## src/rtl/cache_pkg.sv

```systemverilog
// Shared types for the write-back buffer: default widths, drain FSM states
// and the buffered {address, data} entry.
package cache_pkg;

    localparam int DATA_WIDTH = 32;
    localparam int ADDR_WIDTH = 32;

    typedef enum logic {
        IDLE = 1'b0,
        REQ  = 1'b1
    } wbb_state_t;

    typedef struct packed {
        logic [ADDR_WIDTH-1:0] addr;
        logic [DATA_WIDTH-1:0] data;
    } wbb_entry_t;

endpackage

```

## src/rtl/write_back_buffer_if.sv

```systemverilog
// Cache-side, memory-side and lookup signals of the write-back buffer.
interface write_back_buffer_if #(
    parameter int DATA_WIDTH = 32,
    parameter int ADDR_WIDTH = 32,
    parameter int DEPTH      = 4
);
    localparam int CW = $clog2(DEPTH) + 1;

    logic                  wb_valid;
    logic [ADDR_WIDTH-1:0] wb_address;
    logic [DATA_WIDTH-1:0] wb_data;
    logic                  wb_ready;

    logic                  mem_req;
    logic [ADDR_WIDTH-1:0] mem_address;
    logic [DATA_WIDTH-1:0] mem_wdata;
    logic                  mem_ack;

    logic [ADDR_WIDTH-1:0] lookup_address;
    logic                  lookup_hit;
    logic [DATA_WIDTH-1:0] lookup_data;

    logic                  full;
    logic                  empty;
    logic [CW-1:0]         count;

    modport master (
        output wb_valid, wb_address, wb_data, mem_ack, lookup_address,
        input  wb_ready, mem_req, mem_address, mem_wdata,
               lookup_hit, lookup_data, full, empty, count
    );

    modport slave (
        input  wb_valid, wb_address, wb_data, mem_ack, lookup_address,
        output wb_ready, mem_req, mem_address, mem_wdata,
               lookup_hit, lookup_data, full, empty, count
    );

endinterface

```

## src/rtl/write_back_buffer_cam.sv

```systemverilog
// Parallel word-tag compare over the buffer; reports the youngest matching
// slot, walking from the head so later (younger) slots override earlier ones.
module write_back_buffer_cam #(
    parameter  int TAG_W = 30,
    parameter  int DEPTH = 4,
    localparam int PW    = $clog2(DEPTH)
) (
    input  logic [DEPTH-1:0][TAG_W-1:0] tags,
    input  logic [DEPTH-1:0]            vld,
    input  logic [DEPTH-1:0]            excl,
    input  logic [PW-1:0]               head,
    input  logic [TAG_W-1:0]            key,
    output logic                        hit,
    output logic [PW-1:0]               idx
);

    logic [DEPTH-1:0] match;

    for (genvar i = 0; i < DEPTH; i++) begin : g_cmp
        assign match[i] = vld[i] && !excl[i] && (tags[i] == key);
    end

    always_comb begin
        hit = 1'b0;
        idx = head;
        for (int k = 0; k < DEPTH; k++) begin
            if (match[head + PW'(k)]) begin
                hit = 1'b1;
                idx = head + PW'(k);
            end
        end
    end

endmodule

```

## src/rtl/write_back_buffer.sv

```systemverilog
// Write-back buffer: circular FIFO of evicted dirty words with coalescing,
// refill lookup and a two-state drain FSM toward main memory.
module write_back_buffer #(
    parameter int DATA_WIDTH = cache_pkg::DATA_WIDTH,
    parameter int ADDR_WIDTH = cache_pkg::ADDR_WIDTH,
    parameter int DEPTH      = 4
) (
    input  logic               clk,
    input  logic               rst_n,
    write_back_buffer_if.slave bus
);
    import cache_pkg::wbb_state_t;
    import cache_pkg::IDLE;
    import cache_pkg::REQ;

    localparam int PW = $clog2(DEPTH);
    localparam int CW = PW + 1;
    localparam int TW = ADDR_WIDTH - 2;

    wbb_state_t                       state_q, state_d;
    logic [DEPTH-1:0][TW-1:0]         tag_q;
    logic [DEPTH-1:0][DATA_WIDTH-1:0] data_q;
    logic [DEPTH-1:0]                 vld_q;
    logic [PW-1:0]                    head_q, tail_q;
    logic [CW-1:0]                    count_q, count_d;

    logic             full_w, empty_w, ready_w;
    logic             in_flight, accept, push, coalesce, pop;
    logic [DEPTH-1:0] head_excl;
    logic             lu_hit, co_hit;
    logic [PW-1:0]    lu_idx, co_idx;
    logic             unused_lsbs;

    assign full_w    = (count_q == CW'(DEPTH));
    assign empty_w   = (count_q == '0);
    assign in_flight = (state_q == REQ);

    // Once presented to memory the head must not change, so it is hidden
    // from coalescing while a request is outstanding.
    assign head_excl = in_flight ? (DEPTH'(1) << head_q) : '0;

    write_back_buffer_cam #(.TAG_W(TW), .DEPTH(DEPTH)) u_cam_lookup (
        .tags (tag_q),
        .vld  (vld_q),
        .excl ('0),
        .head (head_q),
        .key  (bus.lookup_address[ADDR_WIDTH-1:2]),
        .hit  (lu_hit),
        .idx  (lu_idx)
    );

    write_back_buffer_cam #(.TAG_W(TW), .DEPTH(DEPTH)) u_cam_coalesce (
        .tags (tag_q),
        .vld  (vld_q),
        .excl (head_excl),
        .head (head_q),
        .key  (bus.wb_address[ADDR_WIDTH-1:2]),
        .hit  (co_hit),
        .idx  (co_idx)
    );

    assign ready_w  = !full_w || co_hit;
    assign accept   = bus.wb_valid && ready_w;
    assign coalesce = accept && co_hit;
    assign push     = accept && !co_hit;
    assign pop      = in_flight && bus.mem_ack;

    always_comb begin
        count_d = count_q;
        if (push && !pop)
            count_d = count_q + 1'b1;
        else if (pop && !push)
            count_d = count_q - 1'b1;
    end

    always_comb begin
        state_d = state_q;
        case (state_q)
            IDLE:    if (!empty_w) state_d = REQ;
            REQ:     if (pop && (count_d == '0)) state_d = IDLE;
            default: state_d = IDLE;
        endcase
    end

    always_ff @(posedge clk or negedge rst_n) begin
        if (!rst_n) begin
            state_q <= IDLE;
            head_q  <= '0;
            tail_q  <= '0;
            count_q <= '0;
            vld_q   <= '0;
        end else begin
            state_q <= state_d;
            count_q <= count_d;
            // push and pop never target the same slot: a push needs a free
            // slot, and a pop needs a non-empty buffer
            if (pop) begin
                vld_q[head_q] <= 1'b0;
                head_q        <= head_q + 1'b1;
            end
            if (push) begin
                vld_q[tail_q] <= 1'b1;
                tail_q        <= tail_q + 1'b1;
            end
        end
    end

    always_ff @(posedge clk) begin
        if (push) begin
            tag_q[tail_q]  <= bus.wb_address[ADDR_WIDTH-1:2];
            data_q[tail_q] <= bus.wb_data;
        end else if (coalesce) begin
            data_q[co_idx] <= bus.wb_data;
        end
    end

    assign bus.wb_ready    = ready_w;
    assign bus.mem_req     = in_flight;
    assign bus.mem_address = {tag_q[head_q], 2'b00};
    assign bus.mem_wdata   = data_q[head_q];
    assign bus.lookup_hit  = lu_hit;
    assign bus.lookup_data = lu_hit ? data_q[lu_idx] : '0;
    assign bus.full        = full_w;
    assign bus.empty       = empty_w;
    assign bus.count       = count_q;

    // byte offsets never take part in matching
    assign unused_lsbs = ^{bus.wb_address[1:0], bus.lookup_address[1:0]};

endmodule

```

## src/flat_wrapper.sv

```systemverilog
// flat-port wrapper written by rule: the top's interface ports become plain ports
module write_back_buffer_flat import cache_pkg::wbb_state_t; import cache_pkg::IDLE; import cache_pkg::REQ;
#(
    parameter int DATA_WIDTH = cache_pkg::DATA_WIDTH,
    parameter int ADDR_WIDTH = cache_pkg::ADDR_WIDTH,
    parameter int DEPTH      = 4
)
  (clk, rst_n, bus_wb_valid, bus_wb_address, bus_wb_data, bus_mem_ack, bus_lookup_address, bus_wb_ready, bus_mem_req, bus_mem_address, bus_mem_wdata, bus_lookup_hit, bus_lookup_data, bus_full, bus_empty, bus_count);
  write_back_buffer_if #(.DATA_WIDTH(DATA_WIDTH), .ADDR_WIDTH(ADDR_WIDTH), .DEPTH(DEPTH)) bus_i ();
  input  logic clk;
  input  logic rst_n;
  input wire logic [$bits(bus_i.wb_valid)-1:0] bus_wb_valid;
  input wire logic [$bits(bus_i.wb_address)-1:0] bus_wb_address;
  input wire logic [$bits(bus_i.wb_data)-1:0] bus_wb_data;
  input wire logic [$bits(bus_i.mem_ack)-1:0] bus_mem_ack;
  input wire logic [$bits(bus_i.lookup_address)-1:0] bus_lookup_address;
  output wire logic [$bits(bus_i.wb_ready)-1:0] bus_wb_ready;
  output wire logic [$bits(bus_i.mem_req)-1:0] bus_mem_req;
  output wire logic [$bits(bus_i.mem_address)-1:0] bus_mem_address;
  output wire logic [$bits(bus_i.mem_wdata)-1:0] bus_mem_wdata;
  output wire logic [$bits(bus_i.lookup_hit)-1:0] bus_lookup_hit;
  output wire logic [$bits(bus_i.lookup_data)-1:0] bus_lookup_data;
  output wire logic [$bits(bus_i.full)-1:0] bus_full;
  output wire logic [$bits(bus_i.empty)-1:0] bus_empty;
  output wire logic [$bits(bus_i.count)-1:0] bus_count;
  assign bus_i.wb_valid = bus_wb_valid;
  assign bus_i.wb_address = bus_wb_address;
  assign bus_i.wb_data = bus_wb_data;
  assign bus_i.mem_ack = bus_mem_ack;
  assign bus_i.lookup_address = bus_lookup_address;
  assign bus_wb_ready = bus_i.wb_ready;
  assign bus_mem_req = bus_i.mem_req;
  assign bus_mem_address = bus_i.mem_address;
  assign bus_mem_wdata = bus_i.mem_wdata;
  assign bus_lookup_hit = bus_i.lookup_hit;
  assign bus_lookup_data = bus_i.lookup_data;
  assign bus_full = bus_i.full;
  assign bus_empty = bus_i.empty;
  assign bus_count = bus_i.count;
  write_back_buffer #(.DATA_WIDTH(DATA_WIDTH), .ADDR_WIDTH(ADDR_WIDTH), .DEPTH(DEPTH)) u_core (.clk(clk), .rst_n(rst_n), .bus(bus_i));
endmodule
```

## config.mk

```make
export PLATFORM = sky130hd
export DESIGN_NAME = write_back_buffer_flat
export DESIGN_NICKNAME = d
export VERILOG_FILES = /design/src/rtl/cache_pkg.sv /design/src/rtl/write_back_buffer_if.sv /design/src/rtl/write_back_buffer_cam.sv /design/src/rtl/write_back_buffer.sv /design/src/flat_wrapper.sv
export SDC_FILE = /design/constraint.sdc
export NUM_CORES = 1
export LEC_CHECK = 0
export CAP_MARGIN = 20
export CORE_MARGIN = 10
export CORE_UTILIZATION = 57
export DETAILED_ROUTE_END_ITERATION = 8
export GPL_TIMING_DRIVEN = 0
export PLACE_DENSITY_LB_ADDON = 0.05
export SYNTH_ARGS = -nofsm -noshare
export SYNTH_HDL_FRONTEND = slang
export SYNTH_SLANG_ARGS = --single-unit
```

## constraint.sdc

```tcl
create_clock -name clk -period 6.88 [get_ports clk]
set_input_delay 1.376 -clock clk [delete_from_list [all_inputs] [get_ports clk]]
set_output_delay 1.376 -clock clk [all_outputs]
set_load 0.005 [all_outputs]
```

* Word-level counts from Yosys, hierarchy flattened
Index checks and enable logic that the tools add are counted.
** Word-level totals
- Flip-flop bits (word level) :: 260
- Input port bits :: 100
- Output and inout port bits :: 104
- Logic and storage cells :: 137
** Cells by class
- Add/sub/neg operators :: 6
- $lt $le $gt $ge :: 10
- Eq/ne operators :: 9
- Shift-type cells :: 1
- Multiplexer cells :: 60
- Bitwise gates (word level) :: 4
- Reduce and logical (&&, ||, !) cells :: 34
** Operator list (number)
- 128-bit bitwise mux :: 2
- 128-bit 2-to-1 mux :: 2
- 30-bit equality test :: 8
- 32-bit 2-to-1 mux :: 5
- 32-bit binary-select mux with 2-bit select :: 2
- 32-bit demux with 2-bit select :: 2
- 120-bit bitwise mux :: 1
- 30-bit binary-select mux with 2-bit select :: 1
- 30-bit demux with 2-bit select :: 1
- 30-bit 2-to-1 mux :: 2
- 1-bit logical AND :: 22
- 2-bit by 3-bit < comparator with 1-bit output, second input constant :: 7
- 1-bit 2-to-1 mux :: 20
- 1-bit binary-select mux with 2-bit select :: 8
- 2-bit 2-to-1 mux :: 6
- 4-bit 2-to-1 mux :: 3
- 1-bit logical NOT :: 8
- 2-bit by 1-bit >= comparator with 1-bit output, second input constant :: 3
- 3-bit logical NOT :: 2
- 3-bit 2-to-1 mux :: 2
- 2-bit by 1-bit adder with 2-bit output, second input constant :: 2
- 2-bit adder, second input constant :: 2
- 4-bit bitwise AND :: 1
- 1-bit demux with 2-bit select :: 2
- other kinds (10) :: 10

* Depth between registers and ports, before layout
- Depth in word-level cells :: 22
- Depth in mapped cells :: 14
- Depth with buffers taken out :: 10

* Cells and area by module
Synthesis repeated with hierarchy kept, for this count alone.
** Unflattened totals
- Cells, all modules :: 989
- Area, all modules :: 14662.8 sq um
** By module, submodules not included
- write_back_buffer :: instances 1, cells each 631, area an instance 11807.6 sq um, sequential area each 7747.4 sq um
- write_back_buffer_cam :: instances 2, cells each 179, area an instance 1427.6 sq um, sequential area each 0.0 sq um

* Worst setup path after synthesis
OpenSTA, ideal clock, no wires.
- Path type :: input-to-reg
- Start :: input port bus_wb_address[11]
- End :: register u_core.data_q[64] (netlist bit) (enable)
- Library setup time :: 470 ps
- Data arrival time :: 5898 ps
- Required time :: 6410 ps
- Slack :: 512 ps
- Cell stages on the path :: 11
- Buffers on the path :: 3
- Path through :: clkbuf_1 xnor2_1 nand4_1 nor4_2 nand3_1 a2111o_1 and3_4 and2_1 buf_2 buf_4 o31ai_1
** On the way
- Longest elaborated chain between the ends :: 12
- Elaborated cells on any way between the ends :: 26
- Classes of those cells :: eq/ne: 4; mux: 12; reduce/logical: 10
** Ends and longest elaborated chain
- start, declared :: line flat_wrapper.sv:13 : input wire logic [$bits(bus_i.wb_address)-1:0] bus_wb_address;
- 30-bit equality test :: line write_back_buffer_cam.sv:20 : assign match[i] = vld[i] && !excl[i] && (tags[i] == key);
- 1-bit logical AND :: line write_back_buffer_cam.sv:20
- 1-bit binary-select mux with 2-bit select :: line write_back_buffer_cam.sv:27 : if (match[head + PW'(k)]) begin
- 1-bit 2-to-1 mux (implied by the code) :: line write_back_buffer_cam.sv:27
- 1-bit 2-to-1 mux (3 in series) :: line write_back_buffer_cam.sv:27
- 1-bit 2-to-1 mux * :: line write_back_buffer_cam.sv:27
- 1-bit logical OR :: line write_back_buffer.sv:62 : assign ready_w = !full_w || co_hit;
- 1-bit logical AND :: line write_back_buffer.sv:63 : assign accept = bus.wb_valid && ready_w;
- 1-bit logical AND, on equally long branches :: line write_back_buffer.sv:64, write_back_buffer.sv:65
- 2-bit nonzero test (no line) *
- end signal, assigned by index :: line write_back_buffer.sv:111 : data_q[tail_q] <= bus.wb_data;
- end signal, assigned by index :: line write_back_buffer.sv:113 : data_q[co_idx] <= bus.wb_data;
- end, declared :: line write_back_buffer.sv:22 : logic [DEPTH-1:0][DATA_WIDTH-1:0] data_q;
Mark *: on every way between the ends. The rest lies on a longest branch, timed or not. The select of a mux whose other input is x is not followed.
A chain may end at the register's enable or synchronous reset.

* Worst setup path after layout
- Start :: input port bus_lookup_address[26]
- End :: output port bus_lookup_data[1]
** On the way
- Longest elaborated chain between the ends :: 10
- Elaborated cells on any way between the ends :: 26
- Classes of those cells :: eq/ne: 4; mux: 18; reduce/logical: 4
** Ends and longest elaborated chain
- start, declared :: line flat_wrapper.sv:16 : input wire logic [$bits(bus_i.lookup_address)-1:0] bus_lookup_address;
- 30-bit equality test :: line write_back_buffer_cam.sv:20
- 1-bit logical AND :: line write_back_buffer_cam.sv:20
- 1-bit binary-select mux with 2-bit select :: line write_back_buffer_cam.sv:27
- 1-bit 2-to-1 mux (implied by the code) :: line write_back_buffer_cam.sv:27
- 2-bit 2-to-1 mux (3 in series) :: line write_back_buffer_cam.sv:27
- 32-bit binary-select mux with 2-bit select :: line write_back_buffer.sv:122 : assign bus.lookup_data = lu_hit ? data_q[lu_idx] : '0;
- 32-bit 2-to-1 mux (implied by the code) :: line write_back_buffer.sv:122
- 32-bit 2-to-1 mux * :: line write_back_buffer.sv:122
- end, declared :: line flat_wrapper.sv:22 : output wire logic [$bits(bus_i.lookup_data)-1:0] bus_lookup_data;
Marked as above.

==> impl_metrics.py <==
metrics = {
    "status": {
        "status": "finished, final reports clean",
    },
    "power_and_ir_drop": {
        "p_per_area_nw_per_um2": 408,
        "peakVddDrop_mv": 0.260,
        "leakagePower_nw": 6.28,
    },
    "placed_design": {
        "io_buffers": 174,
        "placed_cells": 1795,
        "placed_area_sq_um": 18100,
        "hpwl_mm": 37.4,
        "gp_congestion": 1.02,
    },
    "sta": {
        "fin_crit_ns": 6.85,
        "slew_viol_final": 0,
        "period_share_pct": 99.6,
        "clock_skew_ns": 0.0117,
        "worst_pin_slew_ns": 1.11,
        "fmax_mhz": 146,
        "relSlewSlack_pct": 25.1,
        "finalSetupViolCount": 0,
        "hold_viol": 0,
        "holdWs_ns": 0.554,
        "tns_ns": 0,
    },
    "synth": {
        "synth_compound_area_share_pct": 10.4,
        "synth_xor_xnor_area_share_pct": 13.6,
        "synth_edf_count": 248,
        "synth_cells": 1273,
        "synth_flop_cell": "edfxtp_1",
        "yosys_warnings": 0,
        "ys_types": 60,
        "async_reset_ff_share_pct": 4.62,
        "yosys.area_share.simple_pct": 8.00,
        "synth-seq-cells": 260,
        "synthMuxAreaShare_pct": 13.0,
        "ys_seq_area_share_pct": 49.2,
        "synth_adder_area_share_pct": 0.874,
        "avgSynthCellArea_sq_um": 12.4,
        "synth_top_family_by_area": "XOR/XNOR gates",
        "synthesis.area_sq_um": 15700,
    },
    "finish": {
        "most-common-layout-cells": "248 x edfxtp_1, 212 x xnor2_1, 174 x clkdlybuf4s50_1",
        "final_layout_size_suffix_gt1_share_pct": 12.6,
        "nNetsFinal": 1598,
        "multi_input_area_sq_um": 7280,
        "fillers": 1966,
        "final_common_cell": "edfxtp_1",
        "diodes": 0,
        "fin_area_sq_um": 19100,
        "ff_latch_area_sq_um": 7750,
        "syn2layout_area_growth_pct": 21.1,
        "final_cells": 1850,
    },
    "setup_path": {
        "start_kind": "input pin",
        "path_max_fanout": 10,
        "endpoint_kind": "output pin",
        "worstPathArrival_ns": 5.47,
        "worst_ep_required_time_ns": 5.50,
        "worstSetupPathType": "input pin to output pin",
    },
    "clocking": {
        "post_cts_buffers": 0,
        "clkTransAtPathRegs_ns": 0.06,
        "cts.repair.resized": 0,
        "cts_buffer_depth": 3,
        "htreeDepth": 1,
        "postCtsHoldBufs": 0,
        "cts_tree": "done",
        "cts_buffers": 28,
        "cts.sinks": 260,
        "root_buffer": "clkbuf_16",
        "clock_latency_ns": 0.57,
    },
    "global_route": {
        "first_global_vias": 12300,
        "antenna_found_initial": 1,
        "grt_pass1_wl_mm": 76.2,
        "grt.overflow.total": 0,
        "grt_max_degree": 33,
        "grt.total_usage_pct": 29.5,
    },
    "hold_path": {
        "hp-class": "flop to flop",
    },
    "floorplan": {
        "core_sq_um": 27000,
        "pin_count": 204,
        "die-height_um": 186,
        "initial_utilization_pct": 58.2,
        "rows": 60,
        "die_x_um": 186,
        "dieArea_sq_um": 34700,
    },
    "detailed_routing": {
        "top_layer": "met5",
        "drtPass1Iterations": 6,
        "drtAntennaViolNets": 0,
        "viasPerCell": 6.61,
        "wl_met1_mm": 20.9,
        "avgRoutedWirePerCell_um": 27.9,
        "drc": 0,
        "num_vias": 12200,
        "wl_met3_mm": 6.73,
        "route.met2.wl_mm": 22.8,
        "drt_iter0_drc": 1707,
        "routed_wl_mm": 51.6,
    },
    "flow_run": {
        "maxCapViolations": 0,
    },
}
## path summary, 6_finish.rpt
path                            slack (ns)              startpoint             endpoint  depth (start not counted)
min in group asynchronous             1.19                   rst_n   u_core.bus.mem_req                          1
max in group asynchronous             5.32                   rst_n      u_core.vld_q[2]                          1
worst min-delay path                  0.55     u_core.bus.count[2]  u_core.bus.count[2]                          1
worst min register to register        0.55     u_core.bus.count[2]  u_core.bus.count[2]                          1
worst max-delay path                  0.03  bus_lookup_address[26]   bus_lookup_data[1]                         12
worst max register to register        0.93        u_core.head_q[1]    u_core.data_q[72]                         14
## per-layer routing
| metal | global-route usage (%) | vias to the layer above |
|---|---|---|
| met2 | 44.0 | 794 |
| met4 | 7.48 | 2 |
| li1 | - | 5274 |
| met1 | 40.7 | 6062 |
| met3 | 10.1 | 97 |
| met5 | 0 | - |
## area by class of cell
class / instances / area share [%]
inverter: 44 / 0.867
clock buffer: 35 / 4.03
timing repair buffer: 183 / 10.1
clock inverter: 17 / 0.735
tap: 341 / 2.24
buffer: 128 / 3.21
multi-input combinational: 842 / 38.2
sequential: 260 / 40.7
## sequential cells by signal, indices dropped and copies added, names as in the netlist
signal              cells
u_core.tail_q           2
u_core.bus.count        3
u_core.data_q         128
u_core.bus.mem_req      1
u_core.tag_q          120
u_core.vld_q            4
u_core.head_q           2
## worst max-delay path, stage by stage
cell and delay [ns]:
clkdlybuf4s50_1 0.52, xnor2_1 0.47, nand4_1 0.22, nor4_2 0.59
and3_1 0.23, o221ai_1 0.12, a31o_1 0.25, or3b_1 0.36
clkbuf_1 0.19, buf_2 0.25, o22ai_1 0.31, clkdlybuf4s50_1 0.58
## logic make-up after synthesis
logic type      after synthesis
flops                       260
simple gates                249
xor+xnor                    245
compound gates              208
buf+inv                     172
mux                         127
fa+ha+maj                    11
other cells                   1
## per-stage QoR
stage	setup WS, ns	power [mW]	utilization [%]
final	0.0304	7.78	70.5
after global routing	-0.00902	8.09	70.5
after floorplan	0.512	4.61	-
after CTS	0.00204	7.71	70.3
after detailed placement	0.0834	6.22	66.9
after global placement	-3.32	6.12	66.3
## cell usage after synthesis (all sizes together) (2+ instances only)
| cell | number | area share, % |
|---|---|---|
| edfxtp | 248 | 47 |
| xnor2 | 212 | 12 |
| nand2 | 113 | 2.7 |
| clkbuf | 77 | 1.8 |
| o31ai | 66 | 3.4 |
| mux2i | 65 | 4.1 |
| mux4 | 62 | 8.9 |
| nand4 | 55 | 2.2 |
| buf | 51 | 2.0 |
| inv | 43 | 1.0 |
| o2bb2ai | 33 | 1.8 |
| xor2 | 33 | 1.8 |
| o22ai | 32 | 1.3 |
| o32ai | 32 | 1.8 |
| nand3 | 24 | 0.76 |
| nor4 | 21 | 0.95 |
| dfrtp | 12 | 1.9 |
| ha | 11 | 0.87 |
| a21oi | 9 | 0.29 |
| and2 | 8 | 0.32 |
| o21ai | 8 | 0.25 |
| and3 | 7 | 0.31 |
| nor2 | 6 | 0.16 |
| nor3 | 5 | 0.16 |
| a21boi | 4 | 0.19 |
| or2 | 3 | 0.12 |
| or4 | 3 | 0.14 |
| a211oi | 2 | 0.095 |
| a21o | 2 | 0.095 |
| a41o | 2 | 0.13 |
| o211ai | 2 | 0.095 |
| o21bai | 2 | 0.095 |
## power by group
group,switching [mW],internal (mW)
clock network,0.643,0.863
registers,0.271,2.29
logic,2.01,1.70
total,2.93,4.85
Note: power is estimated with default switching activity, not from simulation.
